**config.mk**
```make
export PLATFORM = sky130hd
export DESIGN_NAME = ps2_kbd_decode_flat
export DESIGN_NICKNAME = d
export VERILOG_FILES = /design/src/rtl/ps2_kbd_decode_pkg.sv /design/src/rtl/ps2_kbd_decode_if.sv /design/src/rtl/ps2_kbd_decode_fifo.sv /design/src/rtl/ps2_kbd_decode.sv /design/src/flat_wrapper.sv
export SDC_FILE = /design/constraint.sdc
export NUM_CORES = 1
export LEC_CHECK = 0
export ABC_AREA = 0
export CAP_MARGIN = 10
export CORE_UTILIZATION = 56
export CTS_CLUSTER_DIAMETER = 100
export CTS_CLUSTER_SIZE = 16
export DETAILED_ROUTE_END_ITERATION = 12
export PLACE_DENSITY = 0.77
export RECOVER_POWER = 50
export SLEW_MARGIN = 20
export SYNTH_ARGS = -nofsm -noshare
export SYNTH_HDL_FRONTEND = slang
export SYNTH_SLANG_ARGS = --single-unit
```
**constraint.sdc**
```tcl
create_clock -name clk -period 4.6 [get_ports clk]
set_clock_uncertainty 0.2 [all_clocks]
set_input_delay 1.15 -clock clk [delete_from_list [all_inputs] [get_ports clk]]
set_output_delay 1.15 -clock clk [all_outputs]
set_load 0.02 [all_outputs]
```
**src/rtl/ps2_kbd_decode_pkg.sv**
```systemverilog
// Shared constants and types for the PS/2 scancode-set-2 keyboard decoder.
// Defines the prefix bytes, the decoder state encoding and the buffered key-event layout.
package ps2_kbd_pkg;

  localparam logic [7:0] PS2_EXT    = 8'hE0;
  localparam logic [7:0] PS2_BRK    = 8'hF0;
  localparam logic [7:0] PS2_PAUSE  = 8'hE1;
  localparam logic [7:0] PS2_OVR0   = 8'h00;
  localparam logic [7:0] PS2_OVR1   = 8'hFF;
  localparam logic [2:0] PAUSE_SKIP = 3'd7;

  typedef enum logic [2:0] {
    S_IDLE,
    S_E0,
    S_F0,
    S_E0F0,
    S_SKIP
  } dec_state_e;

  typedef struct packed {
    logic       ext;
    logic       brk;
    logic [7:0] code;
  } kbd_event_t;

  function automatic logic is_overrun(input logic [7:0] b);
    return (b == PS2_OVR0) || (b == PS2_OVR1);
  endfunction

endpackage

```
**src/rtl/ps2_kbd_decode_if.sv**
```systemverilog
// Key-event valid/ready channel between the decoder FIFO head and the host keyboard registers.
// The master presents the event; the slave accepts it with ev_ready.
interface ps2_kbd_decode_if;

  logic       ev_valid;
  logic       ev_ready;
  logic [7:0] ev_code;
  logic       ev_ext;
  logic       ev_break;

  modport master (
    output ev_valid,
    output ev_code,
    output ev_ext,
    output ev_break,
    input  ev_ready
  );

  modport slave (
    input  ev_valid,
    input  ev_code,
    input  ev_ext,
    input  ev_break,
    output ev_ready
  );

endinterface

```
**src/rtl/ps2_kbd_decode_fifo.sv**
```systemverilog
// Synchronous show-ahead FIFO: the head entry is driven combinationally from registered storage.
// A push into a full FIFO is accepted only when a pop frees a slot in the same cycle.
module kbd_fifo #(
  parameter int DEPTH = 8,
  parameter int AW    = 3,
  parameter int WIDTH = 10
) (
  input  logic             clk,
  input  logic             rst_n,
  input  logic             push_i,
  input  logic [WIDTH-1:0] data_i,
  input  logic             pop_i,
  output logic [WIDTH-1:0] data_o,
  output logic             full_o,
  output logic             empty_o
);

  logic [WIDTH-1:0] mem_q [DEPTH];
  logic [AW-1:0]    wr_ptr_q;
  logic [AW-1:0]    rd_ptr_q;
  logic [AW:0]      count_q;
  logic             do_push;
  logic             do_pop;

  assign empty_o = (count_q == '0);
  assign full_o  = (count_q == (AW+1)'(DEPTH));
  assign do_pop  = pop_i && !empty_o;
  assign do_push = push_i && (!full_o || do_pop);
  assign data_o  = empty_o ? '0 : mem_q[rd_ptr_q];

  // Storage carries no reset; empty_o masks stale contents at the head.
  always_ff @(posedge clk) begin
    if (do_push) begin
      mem_q[wr_ptr_q] <= data_i;
    end
  end

  always_ff @(posedge clk or negedge rst_n) begin
    if (!rst_n) begin
      wr_ptr_q <= '0;
      rd_ptr_q <= '0;
      count_q  <= '0;
    end else begin
      if (do_push) begin
        wr_ptr_q <= wr_ptr_q + AW'(1);
      end
      if (do_pop) begin
        rd_ptr_q <= rd_ptr_q + AW'(1);
      end
      case ({do_push, do_pop})
        2'b10:   count_q <= count_q + (AW+1)'(1);
        2'b01:   count_q <= count_q - (AW+1)'(1);
        default: count_q <= count_q;
      endcase
    end
  end

endmodule

```
**src/rtl/ps2_kbd_decode.sv**
```systemverilog
// PS/2 keyboard byte decoder: checks odd parity, folds E0/F0/E1 prefixes into single key
// events and buffers them in a show-ahead FIFO toward the host.
module ps2_kbd_decode
  import ps2_kbd_pkg::*;
#(
  parameter int DEPTH = 8,
  parameter int AW    = 3
) (
  input  logic                  clk,
  input  logic                  reset_n,
  input  logic [7:0]            code,
  input  logic                  parity,
  input  logic                  rdy,
  input  logic                  error,
  ps2_kbd_decode_if.master      ev,
  output logic                  perr,
  output logic                  kovr,
  output logic                  ovf,
  input  logic                  ovf_clr,
  output logic [7:0]            err_cnt
);

  dec_state_e state_q;
  logic [2:0] skip_q;
  logic       perr_q;
  logic       kovr_q;
  logic       ovf_q;
  logic       error_q;
  logic [7:0] err_cnt_q;
  logic [7:0] err_cnt_d;

  logic       good_byte;
  logic       bad_byte;
  logic       err_rise;
  logic       push;
  kbd_event_t push_ev;
  kbd_event_t head;
  logic       fifo_full;
  logic       fifo_empty;
  logic       pop;
  logic       drop;

  assign good_byte = rdy && !error && (^{code, parity});
  assign bad_byte  = rdy && !error && !(^{code, parity});
  assign err_rise  = error && !error_q;
  assign err_cnt_d = (err_cnt_q == 8'hFF) ? err_cnt_q : err_cnt_q + 8'd1;

  assign pop  = ev.ev_ready && !fifo_empty;
  assign drop = push && fifo_full && !pop;

  // Event generation is combinational so the final byte of a sequence is written on its own edge.
  always_comb begin
    push    = 1'b0;
    push_ev = '0;
    if (good_byte) begin
      case (state_q)
        S_IDLE: begin
          if (code != PS2_EXT && code != PS2_BRK && code != PS2_PAUSE && !is_overrun(code)) begin
            push    = 1'b1;
            push_ev = '{ext: 1'b0, brk: 1'b0, code: code};
          end
        end
        S_E0: begin
          if (code != PS2_BRK && code != PS2_EXT) begin
            push    = 1'b1;
            push_ev = '{ext: 1'b1, brk: 1'b0, code: code};
          end
        end
        S_F0: begin
          push    = 1'b1;
          push_ev = '{ext: 1'b0, brk: 1'b1, code: code};
        end
        S_E0F0: begin
          push    = 1'b1;
          push_ev = '{ext: 1'b1, brk: 1'b1, code: code};
        end
        S_SKIP: begin
          if (skip_q == 3'd1) begin
            push    = 1'b1;
            push_ev = '{ext: 1'b0, brk: 1'b0, code: PS2_PAUSE};
          end
        end
        default: begin
          push = 1'b0;
        end
      endcase
    end
  end

  // Decoder state, status pulses, error counter and sticky overflow flag.
  always_ff @(posedge clk or negedge reset_n) begin
    if (!reset_n) begin
      state_q   <= S_IDLE;
      skip_q    <= '0;
      perr_q    <= 1'b0;
      kovr_q    <= 1'b0;
      ovf_q     <= 1'b0;
      error_q   <= 1'b0;
      err_cnt_q <= '0;
    end else begin
      error_q <= error;
      perr_q  <= bad_byte;
      kovr_q  <= good_byte && (state_q == S_IDLE) && is_overrun(code);

      if (err_rise || bad_byte) begin
        err_cnt_q <= err_cnt_d;
      end

      if (drop) begin
        ovf_q <= 1'b1;
      end else if (ovf_clr) begin
        ovf_q <= 1'b0;
      end

      if (err_rise || bad_byte) begin
        state_q <= S_IDLE;
        skip_q  <= '0;
      end else if (good_byte) begin
        case (state_q)
          S_IDLE: begin
            if (code == PS2_EXT) begin
              state_q <= S_E0;
            end else if (code == PS2_BRK) begin
              state_q <= S_F0;
            end else if (code == PS2_PAUSE) begin
              state_q <= S_SKIP;
              skip_q  <= PAUSE_SKIP;
            end
          end
          S_E0: begin
            if (code == PS2_BRK) begin
              state_q <= S_E0F0;
            end else if (code != PS2_EXT) begin
              state_q <= S_IDLE;
            end
          end
          S_F0, S_E0F0: begin
            state_q <= S_IDLE;
          end
          S_SKIP: begin
            if (skip_q == 3'd1) begin
              state_q <= S_IDLE;
              skip_q  <= '0;
            end else begin
              skip_q <= skip_q - 3'd1;
            end
          end
          default: begin
            state_q <= S_IDLE;
            skip_q  <= '0;
          end
        endcase
      end
    end
  end

  kbd_fifo #(
    .DEPTH (DEPTH),
    .AW    (AW),
    .WIDTH (10)
  ) u_fifo (
    .clk     (clk),
    .rst_n   (reset_n),
    .push_i  (push),
    .data_i  (push_ev),
    .pop_i   (pop),
    .data_o  (head),
    .full_o  (fifo_full),
    .empty_o (fifo_empty)
  );

  assign ev.ev_valid = !fifo_empty;
  assign ev.ev_code  = head.code;
  assign ev.ev_ext   = head.ext;
  assign ev.ev_break = head.brk;

  assign perr    = perr_q;
  assign kovr    = kovr_q;
  assign ovf     = ovf_q;
  assign err_cnt = err_cnt_q;

endmodule

```
**src/flat_wrapper.sv**
```systemverilog
// flat-port wrapper written by rule: the top's interface ports become plain ports
module ps2_kbd_decode_flat import ps2_kbd_pkg::*;
#(
  parameter int DEPTH = 8,
  parameter int AW    = 3
)
  (clk, reset_n, code, parity, rdy, error, perr, kovr, ovf, ovf_clr, err_cnt, ev_ev_valid, ev_ev_code, ev_ev_ext, ev_ev_break, ev_ev_ready);
  ps2_kbd_decode_if ev_i ();
  input  logic clk;
  input  logic reset_n;
  input  logic [7:0] code;
  input  logic parity;
  input  logic rdy;
  input  logic error;
  output logic perr;
  output logic kovr;
  output logic ovf;
  input  logic ovf_clr;
  output logic [7:0] err_cnt;
  output wire logic [$bits(ev_i.ev_valid)-1:0] ev_ev_valid;
  output wire logic [$bits(ev_i.ev_code)-1:0] ev_ev_code;
  output wire logic [$bits(ev_i.ev_ext)-1:0] ev_ev_ext;
  output wire logic [$bits(ev_i.ev_break)-1:0] ev_ev_break;
  input wire logic [$bits(ev_i.ev_ready)-1:0] ev_ev_ready;
  assign ev_ev_valid = ev_i.ev_valid;
  assign ev_ev_code = ev_i.ev_code;
  assign ev_ev_ext = ev_i.ev_ext;
  assign ev_ev_break = ev_i.ev_break;
  assign ev_i.ev_ready = ev_ev_ready;
  ps2_kbd_decode #(.DEPTH(DEPTH), .AW(AW)) u_core (.clk(clk), .reset_n(reset_n), .code(code), .parity(parity), .rdy(rdy), .error(error), .ev(ev_i), .perr(perr), .kovr(kovr), .ovf(ovf), .ovf_clr(ovf_clr), .err_cnt(err_cnt));
endmodule
```
==> flow_summary.toml, run 1 <==
[critical_path]
critical-path-top-delay-family = "simple AND/OR/NAND/NOR gates"
cp-end-kind = "register"
cp_slowest_cell = "clkdlybuf4s50_1"
critPathMaxFanout = 4
cp_common_cell = "nor2_1"
path_cells = "clkdlybuf4s50_1 > nor3_1 > or3b_1 > a221o_1 > a31oi_2 > nor2_1 > nor2_1 > ha_1 > a21o_1 > a21oi_1 > nand2_1 > mux2i_1 > xor2_1"
critical_path.max_stage_delay_ps = 480
crit_buf_inv = 1
arrival_ps = 4240
crit_required_ps = 4700
cp-start-kind = "primary input"
crit_type = "primary input to register"

[global_routing]
grt_max_degree = 29
first_global_vias = 2838
grt_pass1_wl_um = 14500
overflow = 0
grt_use_total = 0.223
antenna_found_initial = 0

[clock_network]
h-tree-depth = 3
post_cts_buffers = 0
insertion_delay_ps = 370
clk_pin_slew_worst_paths_ps = 110
cts.sinks = 108
cts_resized = 0
ctsHoldBuffers = 0
clockRootBuffer = "clkbuf_8"
cts_tree = "built"
clock_path_buffers = 2
cts_buffers = 9

[logic_synthesis]
synth_top_area_frac = 0.497
synth_nets = 346
synthMuxAreaShare = 0.128
synth_common_cells = "edfxtp_1, nor2_1, dfrtp_1, mux4_2, nand2_1"
async_reset_ff_frac = 0.259
yosysMostFrequentCell = "edfxtp_1"
ys.flop_type = "edfxtp_1"
ys_seq_area_frac = 0.642
yosys_warnings = 0
yosys-top-cells-area = "edfxtp_1, dfrtp_1, mux4_2"
yosys_register_bits = 108
synth_top_family_by_area = "multiplexers"
syn_inst = 323
synthSimpleGateAreaFrac = 0.0909
syn_area_um2 = 4830
yosys.area.top_type = "edfxtp_1"
syn_area_per_cell_um2 = 15.0
synth_edf_count = 80
synth_cell_types = 53
synth_fa_ha_area_frac = 0.0223
synth_compound_area_frac = 0.0518
synthXorXnorAreaFrac = 0.0443

[detailed_routing]
vias_per_cell = 5.86
drc = 0
routed_wl_um = 9030
vias = 2835
ant_nets = 0
drtIter0Drc = 169
drt-pass1-iter-count = 4
wire_per_inst_um = 18.7

[floorplan]
die_area_um2 = 9000
die_y_um = 94.9
ios = 37
num_rows = 33
core_area_um2 = 8300
floorplan.initialDensity = 0.582
die_w_um = 94.9

[finish]
fin_nets = 397
drive_gt1_frac = 0.156
final_area_um2 = 5560
seq_area_um2 = 3100
fin_util = 0.670
nFillCells = 577
area_delta_synth_final_pct = 15.1
multi_input_area_um2 = 1620
num_antenna_cells = 0

[timing]
hold_slack_ps = 312
finalHoldViolations = 0
final.min_clock_period_ps = 4140
setup_tns_ps = 0
rsz0062_at_grt = "false"
drv_slew = 0
worst_pin_slew_ps = 1490
setup_viol = 0
fmax_mhz = 242
fin_crit_sh = 0.899
relSlewSlack = 0.00686

[pwr]
p_per_area_nw_per_um2 = 523
clockPowerShare = 0.189
swShare = 0.344
p_sw_mw = 0.999
vdd_drop_max_mv = 0.302
p_leak_nw = 2.07
p_int_mw = 1.91
finalPower_mw = 2.91
power_frac_comb = 0.363
pwr-share-seq = 0.449

[min_path]
hp-class = "register to register"

[placed_design]
dpl.hpwl_um = 6100
buffer_ports.inserted = 36
routabilityCongestion = 0.868
place_area_um2 = 5400

[status]
status = "finished clean"

[run]
cap_violations = 0
## flip-flops by register name, summed over array words and instances (netlist names)
signal	flops
u_core.skip_q	3
u_core.perr	1
u_core.u_fifo.wr_ptr_q	3
u_core.u_fifo.rd_ptr_q	3
u_core.err_cnt	8
u_core.u_fifo.mem_q	80
u_core.kovr	1
u_core.error_q	1
u_core.u_fifo.count_q	4
u_core.state_q	3
u_core.ovf	1
## final cells by class
class	count	share of cell area
flip-flops and latches	108	0.558
multi-input cells	191	0.291
repair buffers	52	0.0850
well taps	105	0.0236
clock buffers	9	0.0223
clock inverters	7	0.0117
inverters	12	0.00810
## routing by layer
| layer | routed length [um] | GRT usage |
|---|---|---|
| met1 | 3900 | 0.298 |
| met2 | 4550 | 0.377 |
| met3 | 529 | 0.0330 |
| met4 | 53 | 0.0682 |
| met5 | 0 | 0 |
## per-stage QoR
stage / setup slack (ps) / std cells
floorplan: 401 / 323
global placement: 305 / 468
detailed placement: 202 / 468
CTS: 530 / 484
global route: 146 / 484
finish: 463 / 484
## layout by cell type (no fill, tap or decap), types with 9 or more instances in the layout
master | synthesis | layout
buf_4 | 0 | 14
clkbuf_8 | 0 | 9
clkdlybuf4s50_1 | 0 | 21
dfrtp_1 | 28 | 28
dlygate4sd3_1 | 0 | 15
edfxtp_1 | 80 | 80
inv_1 | 12 | 12
mux2i_1 | 13 | 13
mux4_2 | 20 | 20
nand2_1 | 18 | 18
nor2_1 | 31 | 32
nor3_1 | 9 | 10
xnor2_1 | 13 | 14
## power groups by stage
| stage | sequential (mW) | combinational, mW | clock [mW] |
|---|---|---|---|
| 2_1_floorplan | 1.30 | 0.701 | 0 |
| 3_3_place_gp | 1.32 | 1.06 | 0 |
| 3_5_place_dp | 1.33 | 1.09 | 0 |
| 4_1_cts | 1.31 | 1.09 | 0.558 |
| 5_1_grt | 1.32 | 1.15 | 0.595 |
| 6_report | 1.30 | 1.05 | 0.549 |
## path summary, 6_finish.rpt
check,startpoint,to,slack [ps],cells after the start
setup / recovery,code[2],u_core.u_fifo.count_q[3]$_DFFE_PN0P_,460,13
hold / removal,u_core.err_cnt[4]$_DFFE_PN0P_,u_core.err_cnt[4]$_DFFE_PN0P_,310,1
setup reg to reg,u_core.u_fifo.count_q[0]$_DFFE_PN0P_,u_core.u_fifo.count_q[3]$_DFFE_PN0P_,1510,11
hold reg to reg,u_core.err_cnt[4]$_DFFE_PN0P_,u_core.err_cnt[4]$_DFFE_PN0P_,310,1
max in group asynchronous,reset_n,u_core.state_q[0]$_DFFE_PN0P_,1860,2
min in group asynchronous,reset_n,u_core.err_cnt[2]$_DFFE_PN0P_,1450,2
## cells by family (layout without fill, tap and decap cells)
logic type	after synthesis	after routing
buffers and inverters	24	80
and+or+nand+nor	91	91
DFF	108	108
adders and majority gates	8	8
muxes	36	36
xor gates and xnor gates	22	22
AOI/OAI and AO/OA	34	34
(Power assumes the default switching activity.)
==> run 2: changes to the inputs <==
--- a/config.mk
+++ b/config.mk
@@ -7,11 +7,13 @@
 export LEC_CHECK = 0
 export ABC_AREA = 0
 export CAP_MARGIN = 10
-export CORE_UTILIZATION = 56
+export CORE_ASPECT_RATIO = 1.75
+export CORE_UTILIZATION = 58
 export CTS_CLUSTER_DIAMETER = 100
 export CTS_CLUSTER_SIZE = 16
 export DETAILED_ROUTE_END_ITERATION = 12
-export PLACE_DENSITY = 0.77
+export MAX_ROUTING_LAYER = met4
+export PLACE_DENSITY = 0.79
 export RECOVER_POWER = 50
 export SLEW_MARGIN = 20
 export SYNTH_ARGS = -nofsm -noshare
==> run 2 against run 1 <==
Against the previous run:
- the run now ends with design-rule violations, max-capacitance violations, max-slew violations left
- utilization is 4.8 points higher
- clock power rose by 70%
- final cell count down 2.1%
- sequential share of layout area down 1.9 points
- sequential cell count did not move
- setup slack got worse by 38 ps
- non-clock buffer count increased by 5
- design area up 3.5%
- largest cell class unchanged
==> flow_summary.toml, run 2 (synthesis results as in run 1) <==
[critical_path]
crit_type = "primary input to register"
critPathMaxFanout = 4
worst_r2r_path_depth = 11
rr_startpoint = "u_core.u_fifo.count_q[0]$_DFFE_PN0P_"
cp-start-kind = "primary input"
crit_required_ps = 4670
rrSetupSlack_ps = 1560
arrival_ps = 4250
cp-end-kind = "register"
r2r-end = "u_core.u_fifo.count_q[3]$_DFFE_PN0P_"

[clock_network]
clockRootBuffer = "clkbuf_16"
ctsHoldBuffers = 0
post_cts_buffers = 0
clock_path_buffers = 2
clk_pin_slew_worst_paths_ps = 70
h-tree-depth = 3
insertion_delay_ps = 350
cts.sinks = 108
cts_tree = "built"
cts_buffers = 9
cts_resized = 0

[run]
cap_violations = 1

[placed_design]
buffer_ports.inserted = 36
dpl.cell_count = 458
dp_slack_ps = 213
routabilityCongestion = 0.888
dpl.hpwl_um = 6620
place_area_um2 = 5420

[floorplan]
die_area_um2 = 8710
die_w_um = 71.0
num_rows = 43
floorplan.initialDensity = 0.603
die_y_um = 123
ios = 37
core_area_um2 = 8020

[finish]
area_delta_synth_final_pct = 19.1
largest_reg_flops = 80
nFillCells = 513
mostFrequentLayoutCells = "edfxtp_1, nor2_1, dfrtp_1, clkdlybuf4s50_1, mux4_2"
final-instance-count-excl-fill = 474
final_area_um2 = 5750
top_register = "u_core.u_fifo.mem_q"
mostFrequentLayoutCell = "edfxtp_1"
fin_nets = 402
num_antenna_cells = 0
fin_util = 0.718
drive_gt1_frac = 0.161

[detailed_routing]
routed_wl_um = 9620
vias_per_cell = 6.06
drtIter0Drc = 218
drc = 3
drt-pass1-iter-count = 8
wire_per_inst_um = 20.3
vias = 2874
ant_nets = 0

[pwr]
finalPower_mw = 3.29
p_leak_nw = 2.17
vdd_drop_max_mv = 0.392
p_per_area_nw_per_um2 = 571

[timing]
relSlewSlack = -0.00696
setup_tns_ps = 0
hold_slack_ps = 307
setup_viol = 0
worst_pin_slew_ps = 1510
drv_slew = 29
fmax_mhz = 239
finalHoldViolations = 0
setup_slack_ps = 424
final.min_clock_period_ps = 4180
fin_crit_sh = 0.908
rsz0062_at_grt = "false"

[min_path]
min_path_cells = 1
hold_start = "u_core.err_cnt[7]$_DFFE_PN0P_"
min_to = "u_core.err_cnt[7]$_DFFE_PN0P_"
hp-class = "register to register"

[status]
status = "finished, violations left"
violations = "design-rule violations, max-capacitance violations, max-slew violations"

[global_routing]
antenna_found_initial = 0
grt_pass1_wl_um = 15200
first_global_vias = 3018
grt_max_degree = 29
overflow = 0
grt_use_total = 0.254
## run 2: changes by cell type in the layout (fill, tap and decap cells not counted), moves of 3 or more
cell       previous run  this run
buf_4                14        18
inv_8                 3         0
clkbuf_16             0         9
clkbuf_8              9         0
bufinv_16             0         4
## run 2: worst max path at each step
stage / cells past startpoint / start / slack, ps / to
4_1_cts: 13 / code[1] / 570 / u_core.u_fifo.count_q[3]$_DFFE_PN0P_
3_5_place_dp: 14 / code[1] / 210 / u_core.u_fifo.count_q[3]$_DFFE_PN0P_
3_3_place_gp: 14 / code[1] / 260 / u_core.u_fifo.count_q[3]$_DFFE_PN0P_
2_1_floorplan: 9 / code[4] / 400 / u_core.u_fifo.mem_q[0][0]$_DFFE_PP_
5_1_grt: 13 / code[2] / 140 / u_core.u_fifo.count_q[3]$_DFFE_PN0P_
6_report: 13 / code[2] / 420 / u_core.u_fifo.count_q[3]$_DFFE_PN0P_
## run 2: cell type report
cell class | count | area, um2 | area share
Clock buffer | 9 | 225 | 0.0391
Clock inverter | 7 | 146 | 0.0254
Inverter | 12 | 45.0 | 0.00783
Multi-Input combinational cell | 191 | 1620 | 0.281
Sequential cell | 108 | 3100 | 0.539
Tap cell | 90 | 113 | 0.0196
Timing Repair Buffer | 57 | 507 | 0.0881
## run 2: worst max-delay path, cell delays in order
cell	delay [ps]
dlygate4sd3_1	610
nor3_2	250
or3b_1	420
a221o_1	310
a31oi_1	230
nor2_2	60
nor2_1	190
ha_1	260
a21o_1	170
a21oi_1	180
nand2_1	80
mux2i_1	160
xor2_1	170
## run 2: metal layers
layer  global-route usage  vias up  part of all wire
li1                     -     1332                 -
met1                0.252     1436              0.35
met2                0.460       84              0.57
met3               0.0550       22             0.042
met4                0.133        0             0.030
met5                    -        -                 0
## run 2: power breakdown
part / internal (mW) / switching (mW)
Clock: 0.592 / 0.342
Combinational: 0.530 / 0.534
Sequential: 1.16 / 0.127
